**config.mk**
```make
export PLATFORM = sky130hd
export DESIGN_NAME = sdp_march_bist
export DESIGN_NICKNAME = d
export VERILOG_FILES = /design/src/rtl/sdp_march_bist.sv
export SDC_FILE = /design/constraint.sdc
export NUM_CORES = 1
export LEC_CHECK = 0
export ABC_AREA = 0
export CORE_MARGIN = 5
export CORE_UTILIZATION = 40
export DETAILED_ROUTE_END_ITERATION = 6
export PLACE_DENSITY = 0.75
export SETUP_SLACK_MARGIN = 0.4
export SLEW_MARGIN = 20
export SYNTH_ARGS = -nofsm -noshare
export SYNTH_HDL_FRONTEND = slang
export SYNTH_SLANG_ARGS = --single-unit
```
**constraint.sdc**
```tcl
create_clock -name clk -period 2.7 [get_ports clk]
set_input_delay 0.81 -clock clk [delete_from_list [all_inputs] [get_ports clk]]
set_output_delay 0.81 -clock clk [all_outputs]
set_load 0.01 [all_outputs]
```
**src/rtl/sdp_march_bist.sv**
```systemverilog
// sdp_march_bist: March C- self-test controller for a simple-dual-port RAM with a 1-cycle registered read port.
// Latency: a full run keeps busy high for 11*2^ABITS cycles; done rises on the edge after the final compare.
// Backpressure: none. A start that arrives while busy is ignored. The RAM is assumed to accept a write and a read every cycle.
//
// Ports:
//   clk, rst_n                      : single clock, asynchronous active-low reset
//   start -> busy/done/fail         : run control and result
//   fail_addr/fail_elem/fail_data   : capture of the first mismatch
//   ra, wa/wd/we                    : RAM read address and write port
//   rd                              : RAM read data, valid one cycle after ra
module sdp_march_bist #(
  parameter int               ABITS   = 10,
  parameter int               DBITS   = 36,
  parameter logic [DBITS-1:0] PATTERN = {DBITS{1'b0}}
) (
  input  logic             clk,
  input  logic             rst_n,
  input  logic             start,
  output logic             busy,
  output logic             done,
  output logic             fail,
  output logic [ABITS-1:0] fail_addr,
  output logic [2:0]       fail_elem,
  output logic [DBITS-1:0] fail_data,
  output logic [ABITS-1:0] ra,
  output logic [ABITS-1:0] wa,
  output logic [DBITS-1:0] wd,
  output logic             we,
  input  logic [DBITS-1:0] rd
);

  typedef enum logic [2:0] {S_IDLE, S_W0, S_RD, S_CMP, S_DONE} state_t;

  localparam logic [ABITS-1:0] ADDR_MAX = {ABITS{1'b1}};

  state_t           state_q, state_d;
  logic [ABITS-1:0] addr_q, addr_d;
  logic [2:0]       elem_q, elem_d;
  logic             busy_q, busy_d;
  logic             done_q, done_d;
  logic             fail_q, fail_d;
  logic [ABITS-1:0] fail_addr_q, fail_addr_d;
  logic [2:0]       fail_elem_q, fail_elem_d;
  logic [DBITS-1:0] fail_data_q, fail_data_d;
  logic [ABITS-1:0] ra_q, ra_d;
  logic [ABITS-1:0] wa_q, wa_d;
  logic [DBITS-1:0] wd_q, wd_d;
  logic             we_q, we_d;

  // Elements 2 and 4 read back the inverted background; all others read it unchanged.
  function automatic logic [DBITS-1:0] exp_word(input logic [2:0] e);
    return (e == 3'd2 || e == 3'd4) ? ~PATTERN : PATTERN;
  endfunction

  logic desc_elem;
  logic last_addr;

  always_comb begin
    state_d     = state_q;
    addr_d      = addr_q;
    elem_d      = elem_q;
    fail_d      = fail_q;
    fail_addr_d = fail_addr_q;
    fail_elem_d = fail_elem_q;
    fail_data_d = fail_data_q;
    ra_d        = ra_q;
    wa_d        = wa_q;
    wd_d        = wd_q;
    we_d        = 1'b0;

    desc_elem = (elem_q == 3'd3) || (elem_q == 3'd4);
    // Terminal counts are compared directly; the counter never wraps.
    last_addr = desc_elem ? (addr_q == '0) : (addr_q == ADDR_MAX);

    unique case (state_q)
      S_IDLE, S_DONE: begin
        if (start) begin
          state_d     = S_W0;
          addr_d      = '0;
          elem_d      = 3'd0;
          fail_d      = 1'b0;
          fail_addr_d = '0;
          fail_elem_d = 3'd0;
          fail_data_d = '0;
        end
      end
      S_W0: begin
        if (addr_q == ADDR_MAX) begin
          state_d = S_RD;
          elem_d  = 3'd1;
          addr_d  = '0;
        end else begin
          addr_d = addr_q + 1'b1;
        end
      end
      S_RD: begin
        state_d = S_CMP;
      end
      S_CMP: begin
        // Only the first mismatch is kept; the run continues regardless.
        if ((rd != exp_word(elem_q)) && !fail_q) begin
          fail_d      = 1'b1;
          fail_addr_d = addr_q;
          fail_elem_d = elem_q;
          fail_data_d = rd;
        end
        if (!last_addr) begin
          addr_d  = desc_elem ? (addr_q - 1'b1) : (addr_q + 1'b1);
          state_d = S_RD;
        end else if (elem_q == 3'd5) begin
          state_d = S_DONE;
        end else begin
          elem_d  = elem_q + 3'd1;
          // Elements 3 and 4 walk downward from the top address.
          addr_d  = (elem_q == 3'd2 || elem_q == 3'd3) ? ADDR_MAX : '0;
          state_d = S_RD;
        end
      end
      default: begin
        state_d = S_IDLE;
      end
    endcase

    // Outputs are registered, so they are derived from the state being entered.
    busy_d = (state_d == S_W0) || (state_d == S_RD) || (state_d == S_CMP);
    done_d = (state_d == S_DONE);

    unique case (state_d)
      S_W0: begin
        we_d = 1'b1;
        wa_d = addr_d;
        wd_d = PATTERN;
      end
      S_RD: begin
        ra_d = addr_d;
      end
      S_CMP: begin
        // The write-back in elements 1-4 lands at the edge that ends the compare cycle.
        we_d = (elem_d >= 3'd1) && (elem_d <= 3'd4);
        wa_d = addr_d;
        wd_d = ~exp_word(elem_d);
      end
      default: begin
      end
    endcase
  end

  always_ff @(posedge clk or negedge rst_n) begin
    if (!rst_n) begin
      state_q     <= S_IDLE;
      addr_q      <= '0;
      elem_q      <= 3'd0;
      busy_q      <= 1'b0;
      done_q      <= 1'b0;
      fail_q      <= 1'b0;
      fail_addr_q <= '0;
      fail_elem_q <= 3'd0;
      fail_data_q <= '0;
      ra_q        <= '0;
      wa_q        <= '0;
      wd_q        <= '0;
      we_q        <= 1'b0;
    end else begin
      state_q     <= state_d;
      addr_q      <= addr_d;
      elem_q      <= elem_d;
      busy_q      <= busy_d;
      done_q      <= done_d;
      fail_q      <= fail_d;
      fail_addr_q <= fail_addr_d;
      fail_elem_q <= fail_elem_d;
      fail_data_q <= fail_data_d;
      ra_q        <= ra_d;
      wa_q        <= wa_d;
      wd_q        <= wd_d;
      we_q        <= we_d;
    end
  end

  assign busy      = busy_q;
  assign done      = done_q;
  assign fail      = fail_q;
  assign fail_addr = fail_addr_q;
  assign fail_elem = fail_elem_q;
  assign fail_data = fail_data_q;
  assign ra        = ra_q;
  assign wa        = wa_q;
  assign wd        = wd_q;
  assign we        = we_q;

endmodule

```
After elaboration in Yosys (flattened, before gate mapping)
Cells that the tools add are included.
{ "word_totals": {"ff_bits": 125, "input_bits": 39} }
{ "classes": {"n_eq_ne": 18, "addsub": 3, "bitwise_logic": 1, "reduce_logical": 16, "magnitude_cmp": 2, "mux": 34} }
{ "ops": {"columns": ["op", "n"], "rows": [
  ["2-to-1 mux 36 bit", 4],
  ["one-hot mux 36 bit (2 select lines)", 2],
  ["2-to-1 mux 10 bit", 8],
  ["inequality test 36 bit", 1],
  ["NOT 36 bit", 1],
  ["2-to-1 mux 3 bit", 10],
  ["one-hot mux 10 bit (3 select lines)", 1],
  ["equality test 3 x 2 -> 1 bit (second input constant)", 7],
  ["one-hot mux 10 bit (2 select lines)", 1],
  ["equality test 3 bit (second input constant)", 5],
  ["one-hot mux 3 bit (4 select lines)", 1],
  ["adder 10 x 1 -> 10 bit (second input constant)", 1],
  ["equality test 10 bit (second input constant)", 1],
  ["zero test 10 bit", 1],
  ["subtractor 10 x 1 -> 10 bit (second input constant)", 1],
  ["one-hot mux 3 bit (3 select lines)", 1],
  ["equality test 3 x 1 -> 1 bit (second input constant)", 2],
  ["logical OR 1 bit", 6],
  ["one-hot mux 3 bit (2 select lines)", 1],
  ["inequality test 2 bit (second input constant)", 2],
  ["one-hot mux 1 bit (2 select lines)", 2],
  ["nonzero test 2 bit", 2],
  ["OR reduction 2 bit", 2],
  ["adder 3 x 1 -> 3 bit (second input constant)", 1],
  ["other kinds (7)", 10]
]} }

Longest topological paths before layout
{ "depth": {"word_depth": 10, "mapped_depth": 10, "ltp_nobuf": 10} }

Least setup slack after synthesis
Ideal clock, no wire load.
{ "synth_timing": {"path_kind": "input to register", "from": "input start", "to": "register ra_q[7] (netlist: ra[7])", "slack_ps": 322, "t_required_ps": 2575, "arrival_time_ps": 2253, "cell_stages": 8, "cell_sequence": "or3b_1 clkbuf_1 nand2_1 buf_2 o21ai_0 a221oi_2 o31ai_2 mux2_4"} }
{ "synth_via": {"elab_cells_between_ends": 5, "cone_classes": "eq/ne: 1; mux: 4"} }
{ "synth_rtl": {"columns": ["item", "line", "text"], "rows": [
  ["from (decl)", "18", "input logic start,"],
  ["2-to-1 mux 10 bit", "77", "if (start) begin"],
  ["one-hot mux 10 bit (3 select lines)", "75", "unique case (state_q)"],
  ["named net addr_d[7]", "37", "logic [ABITS-1:0] addr_q, addr_d;"],
  ["to (signal assigned)", "173", "ra_q <= ra_d;"],
  ["to (decl)", "45", "logic [ABITS-1:0] ra_q, ra_d;"]
]} }
The timed path passes the listed nets, and every way through them passes these cells.
A chain may end at the register's enable or synchronous reset.

Worst setup path in the final report
{ "layout_timing": {"from": "register elem_q[1]", "to": "register fail_data_q[29] (netlist: fail_data[29])"} }
{ "layout_via": {"elab_chain_len": 7, "elab_cells_between_ends": 8, "cone_classes": "eq/ne: 4; mux: 1; reduce/logical: 3"} }
{ "layout_lines": {"columns": ["item", "line", "text"], "rows": [
  ["from (decl)", "38", "logic [2:0] elem_q, elem_d;"],
  ["from (signal assigned)", "166", "elem_q <= elem_d;"],
  ["equality test 3 x 2 -> 1 bit / equality test 3 bit (equally long branches)", "52", "return (e == 3'd2 || e == 3'd4) ? ~PATTERN : PATTERN;"],
  ["logical OR 1 bit (*)", "52", null],
  ["2-to-1 mux 36 bit (*)", "52", null],
  ["inequality test 36 bit (*)", "101", "if ((rd != exp_word(elem_q)) && !fail_q) begin"],
  ["logical AND 1 bit (*)", "101", null],
  ["inequality test 2 bit (no line) (*)", null, null],
  ["AND reduction 3 bit (no line) (*)", null, null],
  ["to (signal assigned)", "172", "fail_data_q <= fail_data_d;"],
  ["to (decl)", "44", "logic [DBITS-1:0] fail_data_q, fail_data_d;"]
]} }
Mark *: on every way between the ends. The rest lies on a longest branch, timed or not.

==> impl_metrics.toml <==
[finish]
nets = 721
postLayoutCoreUtil_pct = 61.0
final_cell_count_no_fill = 853
drive_gt1_share_pct = 25.3
syn_to_final_growth_pct = 51.2
stdcell_area_sq_um = 7610

[sta]
maxSlewHeadroom_pct = 59.1
setup_slack_ns = 0.279
fmaxAchievable_mhz = 413
finalCriticalPeriod_ns = 2.42
worst_slew_pin_slew_ns = 0.614
slew_viol_final = 0
fin_worst_skew_ns = 0.0102
finalSetupViolations = 0
rsz0062_at_grt = "yes"
hold_viol = 0
post-route-period-util_pct = 89.7

[placed_design]
io_buffers = 147
place.gp.congestion = 0.926
placed_cells = 804
pre_cts_ws_ns = -0.179
place_area_sq_um = 6730
hpwl_um = 10400

[clock_network]
clk_pin_slew_ns = 0.07
cts-root-buf = "clkbuf_16"
clkLatencyLatePin_ns = 0.35
cts_num_sinks = 90
htree_levels = 3
cts_made_buffers = 9
cts_tree = "done"
cts.path.max_buffers = 2

[global_route]
grt_max_degree = 51
track_usage_pct = 19.0
grt_overflow = 0
grt_pass1_vias = 4366
grt_pass1_wl_um = 22200
antenna_found_initial = 1

[floorplan]
core_sq_um = 12500
die_area_sq_um = 14900
die_width_um = 122
start_util_pct = 40.3
rows = 41
pin_count = 148
fp.dieH_um = 122

[power_and_ir_drop]
p_comb_share_pct = 26.1
p_sw_w = 0.00123
seq_power_share_pct = 41.0
power.share.switching_pct = 31.3
peakVddDrop_uv = 441
p_leak_nw = 3.49
clkPwrFrac_pct = 32.9
power_density_nw_per_um2 = 515
internal-power_w = 0.00269

[route]
vias = 4329
viasPerCell = 5.08
drtPass1Iterations = 4
wire_per_inst_um = 17.4
totalWireLength_um = 14900
drc = 0
dr.first_iter.drc_count = 310
detail-route-antenna-nets = 0

[yosys]
netlist_area_sq_um = 5030
synthArstFlopShare_pct = 100
synth_top_area_share_pct = 44.8
synth_edf_count = 0
synth-seq-area-share_pct = 44.8
yosys_most_used_dff = "dfrtp_1"
synth_common_cells = "90 x dfrtp_1, 68 x nand2_1, 52 x mux2i_1, 51 x inv_1, 37 x buf_4"
synth_top_cells_by_area = "dfrtp_1 45%, mux2i_1 10%, buf_4 5.5%"
synth_warnings = 0
synth_seq_cells = 90
synth_most_common_cell = "dfrtp_1"
syn_avg_cell_area_sq_um = 10.1
synth_nets = 543
synthCells = 497
synth_top_area_cell = "dfrtp_1"
ys_types = 69

[setup_path]
cp_num_buf_inv = 4
crit_family = "buffers and inverters"
end_kind = "flip-flop"
worstPathRequired_ns = 2.97
slowest_stage = "dfrtp_2"
cp_max_fo = 8
crit_path_start_kind = "flip-flop"
cp_common_cell = "buf_4"
max_stage_delay_ns = 0.45
crit_chain = "buf_4, ha_1, nor2b_2, a21o_1, a21oi_2, o21ai_1, buf_4, nor2_4, buf_6, clkbuf_16, mux2i_1"
cp_data_arrival_time_ns = 2.69
path_class = "flip-flop to flip-flop"

[worst_hold_path]
holdCritPathClass = "input pin to asynchronous set/reset pin"

[run_status]
status = "completed"

[job]
maxCapViolations = 0
-- worst reg2reg max path: cells and delay by family, from the launching register on --
family / cells / cell delay, ns
adder cells (fa/ha/maj): 1 / 0.18
AO/OA/AOI/OAI: 3 / 0.48
AND/OR/NAND/NOR: 2 / 0.35
buffers and inverters: 4 / 0.69
flip-flops: 1 / 0.45
multiplexers: 1 / 0.19
-- final timing paths --
check / slack, ns / startpoint / end / cells past startpoint
max reg2reg: 0.28 / elem_q[1] / fail_data[29] / 11
min reg2reg: 0.50 / wa[3] / wa[3] / 1
max in group asynchronous: 1.57 / rst_n / wd[34] / 2
min: 0.44 / rst_n / fail_data[6] / 1
min in group clk: 0.50 / wa[3] / wa[3] / 1
max: 0.28 / elem_q[1] / fail_data[29] / 11
-- cells in the final DEF (no fill, tap or decap), types with 3 or more instances in the layout --
| cell type | n |
|---|---|
| o211ai_1 | 3 |
| ha_1 | 4 |
| nor2_1 | 10 |
| dlymetal6s2s_1 | 6 |
| clkdlybuf4s50_1 | 90 |
| a21oi_1 | 10 |
| o22ai_1 | 3 |
| nand2b_1 | 3 |
| mux2_4 | 14 |
| nor4_1 | 7 |
| o21ai_0 | 12 |
| a21oi_2 | 3 |
| inv_2 | 3 |
| o21ai_1 | 4 |
| clkbuf_16 | 14 |
| mux2i_1 | 49 |
| buf_4 | 58 |
| dfrtp_2 | 9 |
| dlygate4sd2_1 | 50 |
| nand3_1 | 3 |
| buf_6 | 5 |
| dfrtp_1 | 81 |
| xnor2_1 | 9 |
| and3_1 | 3 |
| a31oi_1 | 4 |
| buf_8 | 3 |
| nand2_1 | 66 |
| inv_1 | 49 |
| nand4_1 | 14 |
| mux2i_2 | 3 |
| buf_12 | 5 |
| nor4_2 | 7 |
-- stage by stage --
| step | setup TNS (ns) | power, W | hold WS, ns |
|---|---|---|---|
| floorplan | 0 | 0.00214 | 0.512 |
| global placement | -6.53 | 0.00254 | 0.477 |
| detailed placement | -6.28 | 0.00255 | 0.476 |
| CTS | 0 | 0.00391 | 0.462 |
| global route | 0 | 0.00410 | 0.486 |
| finish | 0 | 0.00392 | 0.439 |
-- layer usage --
layer	part of all wire [%]	GRT usage, %
met5	0	0
met4	3.3	8.75
met3	5.2	3.30
met2	49	31.5
met1	43	24.4
-- sequential cells by signal, indices dropped and copies added (netlist names), 3 cells and up --
name / cells
state_q: 3
wa: 10
fail_addr: 10
addr_q: 10
elem_q: 3
fail_elem: 3
ra: 10
fail_data: 36
-- cell families (layout without fill, tap and decap cells) --
group / Yosys count / count (layout) / share of synthesized area [%]
flops: 90 / 90 / 44.8
other cells: 0 / 1 / 0
mux: 70 / 70 / 15.0
xor+xnor: 9 / 9 / 1.57
compound gates: 65 / 65 / 9.80
fa+ha+maj: 7 / 7 / 1.74
simple gates: 147 / 148 / 15.6
buf+inv: 109 / 291 / 11.4
-- power by group through the flow --
| stage | sequential, W | clock (W) | combinational, W |
|---|---|---|---|
| floorplan | 0.00158 | 0 | 0.000562 |
| global placement | 0.00161 | 0 | 0.000929 |
| detailed placement | 0.00161 | 0 | 0.000939 |
| CTS | 0.00160 | 0.00131 | 0.000990 |
| global route | 0.00162 | 0.00137 | 0.00110 |
| finish | 0.00161 | 0.00129 | 0.00102 |
-- what timing repair did --
item,in CTS,in global routing
setup buffers,10,16
pin swaps,13,10
hold buffers,0,0
endpoints found under the setup margin,110,87
hold endpoints to repair,0,0
resized for setup,84,37
cloned,1,5
-- layout make-up --
type / instances / area, sq um
Sequential cell: 90 / 2260
Multi-Input combinational cell: 299 / 2450
Clock inverter: 5 / 60.1
Fill cell: 1031 / 4860
Clock buffer: 11 / 243
Inverter: 53 / 201
Timing Repair Buffer: 222 / 2180
Tap cell: 172 / 215
Antenna cell: 1 / 2.50
No activity file was read; power rests on OpenSTA's default activity.
